==> config.mk <==
export PLATFORM = sky130hd
export DESIGN_NAME = ps2_kbd_fifo
export DESIGN_NICKNAME = d
export VERILOG_FILES = /design/src/rtl/ps2_pkg.sv /design/src/rtl/ps2_kbd_fifo_sync_fifo.sv /design/src/rtl/ps2_kbd_fifo.sv
export SDC_FILE = /design/constraint.sdc
export NUM_CORES = 1
export LEC_CHECK = 0
export CORE_MARGIN = 4
export CORE_UTILIZATION = 55
export CTS_CLUSTER_DIAMETER = 150
export DETAILED_ROUTE_END_ITERATION = 8
export PLACE_DENSITY = 0.76
export SLEW_MARGIN = 40
export SYNTH_ARGS = -nofsm -noshare
export SYNTH_HDL_FRONTEND = slang
export SYNTH_SLANG_ARGS = --single-unit
==> constraint.sdc <==
create_clock -name clk -period 4.7 [get_ports clk]
set_input_delay 0.47 -clock clk [delete_from_list [all_inputs] [get_ports clk]]
set_output_delay 0.47 -clock clk [all_outputs]
set_load 0.02 [all_outputs]
==> src/rtl/ps2_pkg.sv <==
// Shared constants and types for the PS/2 keyboard front end.
package ps2_pkg;
  localparam logic [7:0] PS2_BREAK = 8'hF0;
  localparam logic [7:0] PS2_EXT   = 8'hE0;
  localparam int         ENTRY_W   = 9;

  typedef enum logic [1:0] {IDLE, DATA, PARITY, STOP} rx_state_t;
endpackage

==> src/rtl/ps2_kbd_fifo_sync_fifo.sv <==
// Single-clock FIFO with combinational head; drop flags a push refused while full.
module sync_fifo #(
  parameter int WIDTH = 9,
  parameter int DEPTH = 16
) (
  input  logic             clk,
  input  logic             rst,
  input  logic             push,
  input  logic             pop,
  input  logic [WIDTH-1:0] wdata,
  output logic [WIDTH-1:0] head,
  output logic             empty,
  output logic             full,
  output logic             drop
);
  localparam int AW = $clog2(DEPTH);

  logic [WIDTH-1:0] mem [DEPTH];
  logic [AW-1:0]    wr_ptr;
  logic [AW-1:0]    rd_ptr;
  logic [AW:0]      count;
  logic             do_push;
  logic             do_pop;

  assign empty   = (count == '0);
  assign full    = (count == (AW+1)'(DEPTH));
  assign do_pop  = pop & ~empty;
  // A pop in the same cycle frees the slot, so a full FIFO still accepts the push.
  assign do_push = push & (~full | do_pop);
  assign drop    = push & ~do_push;
  assign head    = mem[rd_ptr];

  always_ff @(posedge clk) begin
    if (rst) begin
      wr_ptr <= '0;
      rd_ptr <= '0;
      count  <= '0;
    end else begin
      if (do_push) wr_ptr <= wr_ptr + 1'b1;
      if (do_pop)  rd_ptr <= rd_ptr + 1'b1;
      case ({do_push, do_pop})
        2'b10:   count <= count + 1'b1;
        2'b01:   count <= count - 1'b1;
        default: count <= count;
      endcase
    end
  end

  always_ff @(posedge clk) begin
    if (do_push) mem[wr_ptr] <= wdata;
  end
endmodule

==> src/rtl/ps2_kbd_fifo.sv <==
// PS/2 keyboard deframer with break/extended prefix handling feeding a CPU-read FIFO.
module ps2_kbd_fifo
  import ps2_pkg::*;
#(
  parameter int DEPTH       = 16,
  parameter int TIMEOUT_CYC = 50000
) (
  input  logic        clk,
  input  logic        rst,
  input  logic        ps2_clk,
  input  logic        ps2_dat,
  input  logic        rd_en,
  output logic [31:0] rd_data,
  output logic        empty,
  output logic        full,
  output logic        overflow,
  output logic        frame_err
);
  localparam int TW = $clog2(TIMEOUT_CYC + 1);

  logic                 clk_s1, clk_s2, clk_prev;
  logic                 dat_s1, dat_s2;
  logic                 fall;
  rx_state_t            state, state_nxt;
  logic [2:0]           bit_cnt;
  logic [7:0]           shift;
  logic                 par;
  logic [TW-1:0]        to_cnt;
  logic                 timeout;
  logic                 brk, ext;
  logic                 frame_good, frame_bad;
  logic                 push, drop;
  logic [ENTRY_W-1:0]   head;

  assign fall    = clk_prev & ~clk_s2;
  assign timeout = (state != IDLE) && !fall && (to_cnt == TW'(TIMEOUT_CYC - 1));

  always_comb begin
    state_nxt  = state;
    frame_good = 1'b0;
    frame_bad  = 1'b0;
    if (timeout) begin
      state_nxt = IDLE;
    end else if (fall) begin
      case (state)
        IDLE:    if (!dat_s2) state_nxt = DATA;
        DATA:    if (bit_cnt == 3'd7) state_nxt = PARITY;
        PARITY:  state_nxt = STOP;
        STOP: begin
          state_nxt = IDLE;
          if ((^{shift, par}) && dat_s2) frame_good = 1'b1;
          else                           frame_bad  = 1'b1;
        end
        default: state_nxt = IDLE;
      endcase
    end
  end

  assign frame_err = frame_bad;
  assign push      = frame_good && (shift != PS2_BREAK) && (shift != PS2_EXT) && !brk;

  always_ff @(posedge clk) begin
    if (rst) begin
      // Lines idle high; resetting the synchronizers high avoids a false edge after reset.
      clk_s1   <= 1'b1;
      clk_s2   <= 1'b1;
      clk_prev <= 1'b1;
      dat_s1   <= 1'b1;
      dat_s2   <= 1'b1;
      state    <= IDLE;
      bit_cnt  <= '0;
      shift    <= '0;
      par      <= 1'b0;
      to_cnt   <= '0;
      brk      <= 1'b0;
      ext      <= 1'b0;
      overflow <= 1'b0;
    end else begin
      clk_s1   <= ps2_clk;
      clk_s2   <= clk_s1;
      clk_prev <= clk_s2;
      dat_s1   <= ps2_dat;
      dat_s2   <= dat_s1;
      state    <= state_nxt;

      if (fall || state == IDLE) to_cnt <= '0;
      else                       to_cnt <= to_cnt + 1'b1;

      if (timeout) begin
        shift   <= '0;
        bit_cnt <= '0;
      end else if (fall) begin
        case (state)
          IDLE: bit_cnt <= '0;
          DATA: begin
            shift   <= {dat_s2, shift[7:1]};
            bit_cnt <= bit_cnt + 3'd1;
          end
          PARITY:  par <= dat_s2;
          default: ;
        endcase
      end

      if (frame_good) begin
        if (shift == PS2_BREAK)    brk <= 1'b1;
        else if (shift == PS2_EXT) ext <= 1'b1;
        else begin
          brk <= 1'b0;
          ext <= 1'b0;
        end
      end

      if (drop) overflow <= 1'b1;
    end
  end

  sync_fifo #(
    .WIDTH (ENTRY_W),
    .DEPTH (DEPTH)
  ) u_fifo (
    .clk   (clk),
    .rst   (rst),
    .push  (push),
    .pop   (rd_en),
    .wdata ({ext, shift}),
    .head  (head),
    .empty (empty),
    .full  (full),
    .drop  (drop)
  );

  assign rd_data = empty ? 32'd0 : {22'd0, 1'b1, head};
endmodule

======== Yosys cells after proc, flatten, opt, wreduce, memory -nomap -nowiden ========
Memory sizes are Yosys's and may differ from the RTL's. A register that Yosys moved wholly into a read port is not among the register bits.
Cells that the tools add are included.
storage, ports and cells
  register bits after elaboration ......... 51
  RAM bits ................................ 144
  input bits .............................. 5
  output and inout bits ................... 36
  logic and storage cells ................. 93
  memories ................................ 1
memory list
  memory      depth  width  read ports  clocked after Yosys merged registers in  write ports  RTL line                      source
  u_fifo.mem  16     9      1           1                                        1            ps2_kbd_fifo_sync_fifo.sv:18  logic [WIDTH-1:0] mem [DEPTH];
operators by class
  add/subtract/negate cells ............... 6
  eq/ne operators ......................... 15
  mux-type cells .......................... 21
  bitwise gates (word level) .............. 11
  reduce and logical (&&, ||, !) cells .... 23
operators with widths
  kind                                              count
  adder 16 x 1 -> 16 bit, second input constant     1
  == test 16 bit, second input constant             1
  == test 8 bit, second input constant              2
  != test 8 bit, second input constant              2
  2-to-1 mux 1 bit                                  13
  2-to-1 mux 10 bit                                 1
  case mux 5 bit (2 select lines)                   1
  XOR reduction 9 bit                               1
  adder 4 x 1 -> 4 bit, second input constant       2
  2-to-1 mux 4 bit                                  2
  case mux 2 bit (4 select lines)                   1
  AND reduction 2 bit                               4
  == test 2 bit, second input constant              3
  logical AND 1 bit                                 6
  != test 2 bit, second input constant              3
  inverter 1 bit                                    6
  case mux 3 bit (2 select lines)                   1
  AND reduction 3 bit                               2
  nonzero test 2 bit                                3
  adder 5 x 1 -> 5 bit, second input constant       1
  == test 5 bit, second input constant              1
  zero test 5 bit                                   1
  subtractor 5 x 1 -> 5 bit, second input constant  1
  AND 1 bit                                         4
  9 further kinds                                   13

======== Depth between registers and ports, before layout ========
  depth in word-level cells ............... 12
  depth in mapped cells ................... 15

======== By module ========
A second synthesis with hierarchy kept.
unflattened totals
  cell total of the unflattened synthesis .. 577
  area, all modules ....................... 8433.1 sq um
by module, submodules not included
  module        times used  cells an instance  area an instance (sq um)  sequential area each (sq um)
  sync_fifo     1           347                6453.7                    4664.5
  ps2_kbd_fifo  1           230                1979.4                    760.7

======== Worst setup path before layout ========
No wires, ideal clock.
  kind .................................... register -> register
  from .................................... reg shift[1]
  to ...................................... reg u_fifo.count[4]
  arrival ................................. 3.331 ns
  path slack .............................. 1.248 ns
  cell stages (with the launch flop) ...... 15
  cells stage by stage .................... dfxtp_1 -> xor2_1 -> xnor3_2 -> xnor2_2 -> nor3_4 -> buf_6 -> inv_1 -> ha_1 -> xor2_1 -> ha_1 -> a21boi_0 -> o221ai_1 -> a21o_1 -> nand3b_1 -> mux2_2
between the ends
  word-level cells in the longest chain between the ends .. 12
  elaborated cells between the ends (all ways) .. 16
ends and longest elaborated chain
  item                                                                          RTL line                      source
  start: declaration                                                            ps2_kbd_fifo.sv:26            logic [7:0] shift;
  start signal: assignment                                                      ps2_kbd_fifo.sv:96            shift <= {dat_s2, shift[7:1]};
  XOR reduction 9 bit                                                           ps2_kbd_fifo.sv:51            if ((^{shift, par}) && dat_s2) frame_good = 1'b1;
  logical AND 1 bit                                                             ps2_kbd_fifo.sv:51
  2-to-1 mux 1 bit                                                              ps2_kbd_fifo.sv:51
  2-to-1 mux 1 bit                                                              ps2_kbd_fifo.sv:45            case (state)
  2-to-1 mux 1 bit                                                              ps2_kbd_fifo.sv:44            end else if (fall) begin
  2-to-1 mux 1 bit                                                              ps2_kbd_fifo.sv:42            if (timeout) begin
  logical AND 1 bit                                                             ps2_kbd_fifo.sv:60            assign push = frame_good && (shift != PS2_BREAK) && (shift != PS2_EXT) && !brk;
  logical AND 1 bit (*) (2 in series)                                           ps2_kbd_fifo.sv:60
  AND 1 bit (*)                                                                 ps2_kbd_fifo_sync_fifo.sv:29  assign do_push = push & (~full | do_pop);
  == test 2 x 1 -> 1 bit / == test 2 bit (equally long branches)                ps2_kbd_fifo_sync_fifo.sv:41  case ({do_push, do_pop})
  case mux 5 bit (2 select lines) / nonzero test 2 bit (equally long branches)  --
  end signal: assignment                                                        ps2_kbd_fifo_sync_fifo.sv:42  2'b10: count <= count + 1'b1;
  end signal: assignment                                                        ps2_kbd_fifo_sync_fifo.sv:43  2'b01: count <= count - 1'b1;
  end signal: assignment                                                        ps2_kbd_fifo_sync_fifo.sv:44  default: count <= count;
  end: declaration                                                              ps2_kbd_fifo_sync_fifo.sv:21  logic [AW:0] count;
Mark *: on every way between the ends. The rest lies on a longest branch, timed or not.
A chain may end at the register's enable or synchronous reset.

======== Worst setup path in the final report ========
Same ends and word-level chain as after synthesis.

==> summary.md <==
| Metric | Value |
|---|---|
| CP Buf/Inv Count | `1` |
| Post-CTS Setup Inserts | `0` |
| H-tree depth | `4` |
| DP HPWL | `9659 um` |
| Pleak | `3.041 nW` |
| Switch share | `19.32%` |
| Avg Synthesized Cell Area | `15.45 sq um` |
| Initial antenna violation count | `0` |
| Synthesized instance count | `543` |
| CTS tree | `done` |
| Share of cells above drive strength 1 | `16.96%` |
| Drt drc | `0` |
| Final Hold Fails | `0` |
| CP Class | `reg -> reg` |
| Clk sinks | `199` |
| Endpoints failing setup | `0` |
| R2R Setup Slk | `0.61 ns` |
| Hold path endpoint | `clk_s2` |
| Reg-to-Reg Start | `shift[1]` |
| Outcome | `finished clean` |
| Floorplan row count | `44` |
| Die W | `131.5 um` |
| Die area | `0.01729 sq mm` |
| Pin count of the biggest net entering global routing | `37` |
| Slowest cell on the critical path | `dfxtp_1` |
| CTS Hold Bufs | `0` |
| CTS clock-pin slew for the worst setup and hold paths | `0.07 ns` |
| Hold depth | `1` |
| Post-CTS Resized | `0` |
| YS warnings | `0` |
| Rel. slew slack | `50.55%` |
| Cell Area, Synth | `0.008387 sq mm` |
| Initial Util | `56.84%` |
| Combinational share of power | `0.9%` |
| Die H | `131.5 um` |
| Clock Latency Late Sink | `0.43 ns` |
| Synth async-reset ratio | `0%` |
| Final period utilization | `87.02%` |
| Routed WL per cell | `20.91 um` |
| Power Dens Cells | `355.5 mW/mm^2` |
| Cell family with most CP delay | `XOR/XNOR gates` |
| Seq cells post-synth | `199` |
| Critical Path RT | `5.02 ns` |
| Post-synth EDFFs | `144` |
| Global route overflow | `0` |
| Syn-to-layout area delta | `9.876%` |
| Area post-placement | `0.008642 sq mm` |
| Setup crit end kind | `register` |
| Worst Reg-to-Reg Cells | `13` |
| TritonCTS Buffers | `17` |
| Fin Setup TNS | `0 ns` |
| Pint | `2.643 mW` |
| Tmin final | `4.090 ns` |
| Pre-CTS WS | `0.7581 ns` |
| Max FO, Critical Path | `20` |
| Sequential fraction of design power | `56.7%` |
| Finished Cell Area | `0.009215 sq mm` |
| Root Driver | `clkbuf_16` |
| Final WS setup | `0.6101 ns` |
| Tightest Hold Check Type | `reg -> reg` |
| Hold Crit Start | `clk_s1` |
| Nets | `580` |
| Sw power | `0.6330 mW` |
| CP max stage delay | `0.74 ns` |
| Worst EP arrival | `4.41 ns` |
| Main flop type after synthesis | `edfxtp_1` |
| Worst Tran Pin Value | `0.7408 ns` |
| Deepest clock path buffer count | `2` |
| Global-route wire length before repair | `25160 um` |
| Detailed-route via count | `4453` |
| Cells along the critical path | `xor2_1 > xnor3_2 > xnor2_2 > nor3_4 > inv_1 > ha_1 > xor2_1 > ha_1 > a21boi_0 > o221ai_1 > a21o_1 > nand3b_1 > mux2_2` |
| Initial drt markers | `379` |
| Max-Cap Viols | `0` |
| Peak Freq | `244.5 MHz` |
| Synth unique cells | `55` |
| Diodes inserted | `0` |
| Post-synthesis sequential area ratio | `64.69%` |
| Final ANT Viol Nets | `0` |
| DRT Pass-1 Iters | `5` |
| Reg2reg end | `u_fifo.count[4]` |
| RSZ-0062 raised after global routing | `false` |
| I/O pin cnt | `41` |
| Clock Power Share | `42.3%` |
| Number of global-route vias before repair | `4513` |
| I/O Buffers | `18` |
| CP Launch Type | `register` |
| GRT Overall Usage | `19.29%` |
| Placer Congestion | `0.8334` |
| Final Skew | `0.006474 ns` |
| Core ar. | `0.01475 sq mm` |
| Pins Over Slew Limit | `0` |
| Final WL | `15810 um` |
| Vias per inst | `5.890` |
| VDD IR max | `0.0002665 V` |
## power by group through the flow
| stage | registers, mW | logic (mW) | clock network, mW |
|---|---|---|---|
| 2_1_floorplan | 1.90 | 0.0390 | 0 |
| 3_3_place_gp | 1.90 | 0.0296 | 0 |
| 3_5_place_dp | 1.90 | 0.0299 | 0 |
| 4_1_cts | 1.86 | 0.0298 | 1.41 |
| 5_1_grt | 1.86 | 0.0331 | 1.48 |
| 6_report | 1.86 | 0.0302 | 1.39 |
## metal layers
layer,routed length (um),GRT usage [%],vias up,share of wire (%)
met5,0,0,-,0
met4,550,8.926,0,3.5
met3,1042,4.855,37,6.6
met2,7498,29.60,157,47
met1,6713,26.27,2205,42
li1,-,-,2054,-
## cells in the final DEF, fill, tap and decap left out, drive strengths merged, types with 12 or more instances in the layout
cell type | netlist | final
nand2 | 29 | 29
nor2 | 35 | 35
xor2 | 13 | 13
nand3 | 12 | 12
edfxtp | 144 | 144
conb | 1 | 22
dfxtp | 55 | 55
ha | 16 | 16
clkbuf | 11 | 24
clkdlybuf4s50 | 0 | 17
a21oi | 23 | 23
inv | 13 | 14
mux4 | 45 | 45
## flip-flops by register name, indices dropped and copies added, names as in the netlist, named ones only
| register | count |
|---|---|
| shift | 8 |
| overflow | 1 |
| u_fifo.wr_ptr | 4 |
| clk_s1 | 1 |
| u_fifo.rd_ptr | 4 |
| state | 2 |
| ext | 1 |
| brk | 1 |
| clk_s2 | 1 |
| u_fifo.count | 5 |
| dat_s2 | 1 |
| dat_s1 | 1 |
| par | 1 |
| u_fifo.mem | 144 |
| clk_prev | 1 |
| to_cnt | 16 |
| bit_cnt | 3 |
## synth_stat cells (12+ instances only)
library cell,count,area [sq um]
a21oi_1,23,115.1
buf_4,26,195.2
dfxtp_1,55,1101
edfxtp_1,144,4324
ha_1,16,200.2
inv_1,13,48.80
mux4_2,45,1013
nand2_1,29,108.9
nand3_1,12,60.06
nor2_1,35,131.4
xor2_1,12,105.1
## area by class of cell
cell class                 instances  area, sq um
clock buffer                      24        481.7
clock inverter                     8        91.34
fill                            1061         5539
inverter                          13        48.80
multi-input combinational        306         2719
sequential                       199         5426
tap                              184        230.2
timing repair buffer              22        217.7
## worst reg2reg max path: stages (launching register included)
cell	delay [ns]
dfxtp_1	0.74
xor2_1	0.25
xnor3_2	0.51
xnor2_2	0.23
nor3_4	0.45
inv_1	0.12
ha_1	0.30
xor2_1	0.17
ha_1	0.21
a21boi_0	0.21
o221ai_1	0.18
a21o_1	0.21
nand3b_1	0.08
mux2_2	0.32
## per-stage QoR
stage               total power, mW  std cells  utilization (%)  hold slack (ns)
floorplan                     1.936        564                -           0.3895
global placement              1.927        724            58.61           0.3924
detailed placement            1.928        724            58.57           0.3972
CTS                           3.296        756            62.46           0.4122
global route                  3.375        756            62.46           0.4375
finish                        3.276        756            62.46           0.4102
## worst max path at each step
stage	start	endpoint	slack, ns	depth (start not counted)
after global placement	shift[1]	u_fifo.count[4]	0.96	13
after global routing	shift[2]	u_fifo.count[4]	0.34	13
final	shift[1]	u_fifo.count[4]	0.61	13
after detailed placement	shift[1]	u_fifo.count[4]	0.76	13
after floorplan	shift[1]	u_fifo.count[4]	1.25	14
after CTS	shift[1]	u_fifo.count[4]	0.67	13
## cell families after synthesis
kind of cell,Yosys count,synth area share [%]
AOI/OAI and AO/OA,43,2.999
DFF,199,64.69
buffers and inverters,59,3.909
xor gates and xnor gates,25,3.193
adders and majority gates,16,2.387
muxes,51,12.84
and+or+nand+nor,149,9.936
other,1,0.04471
Power figures use the tool's default switching activity.
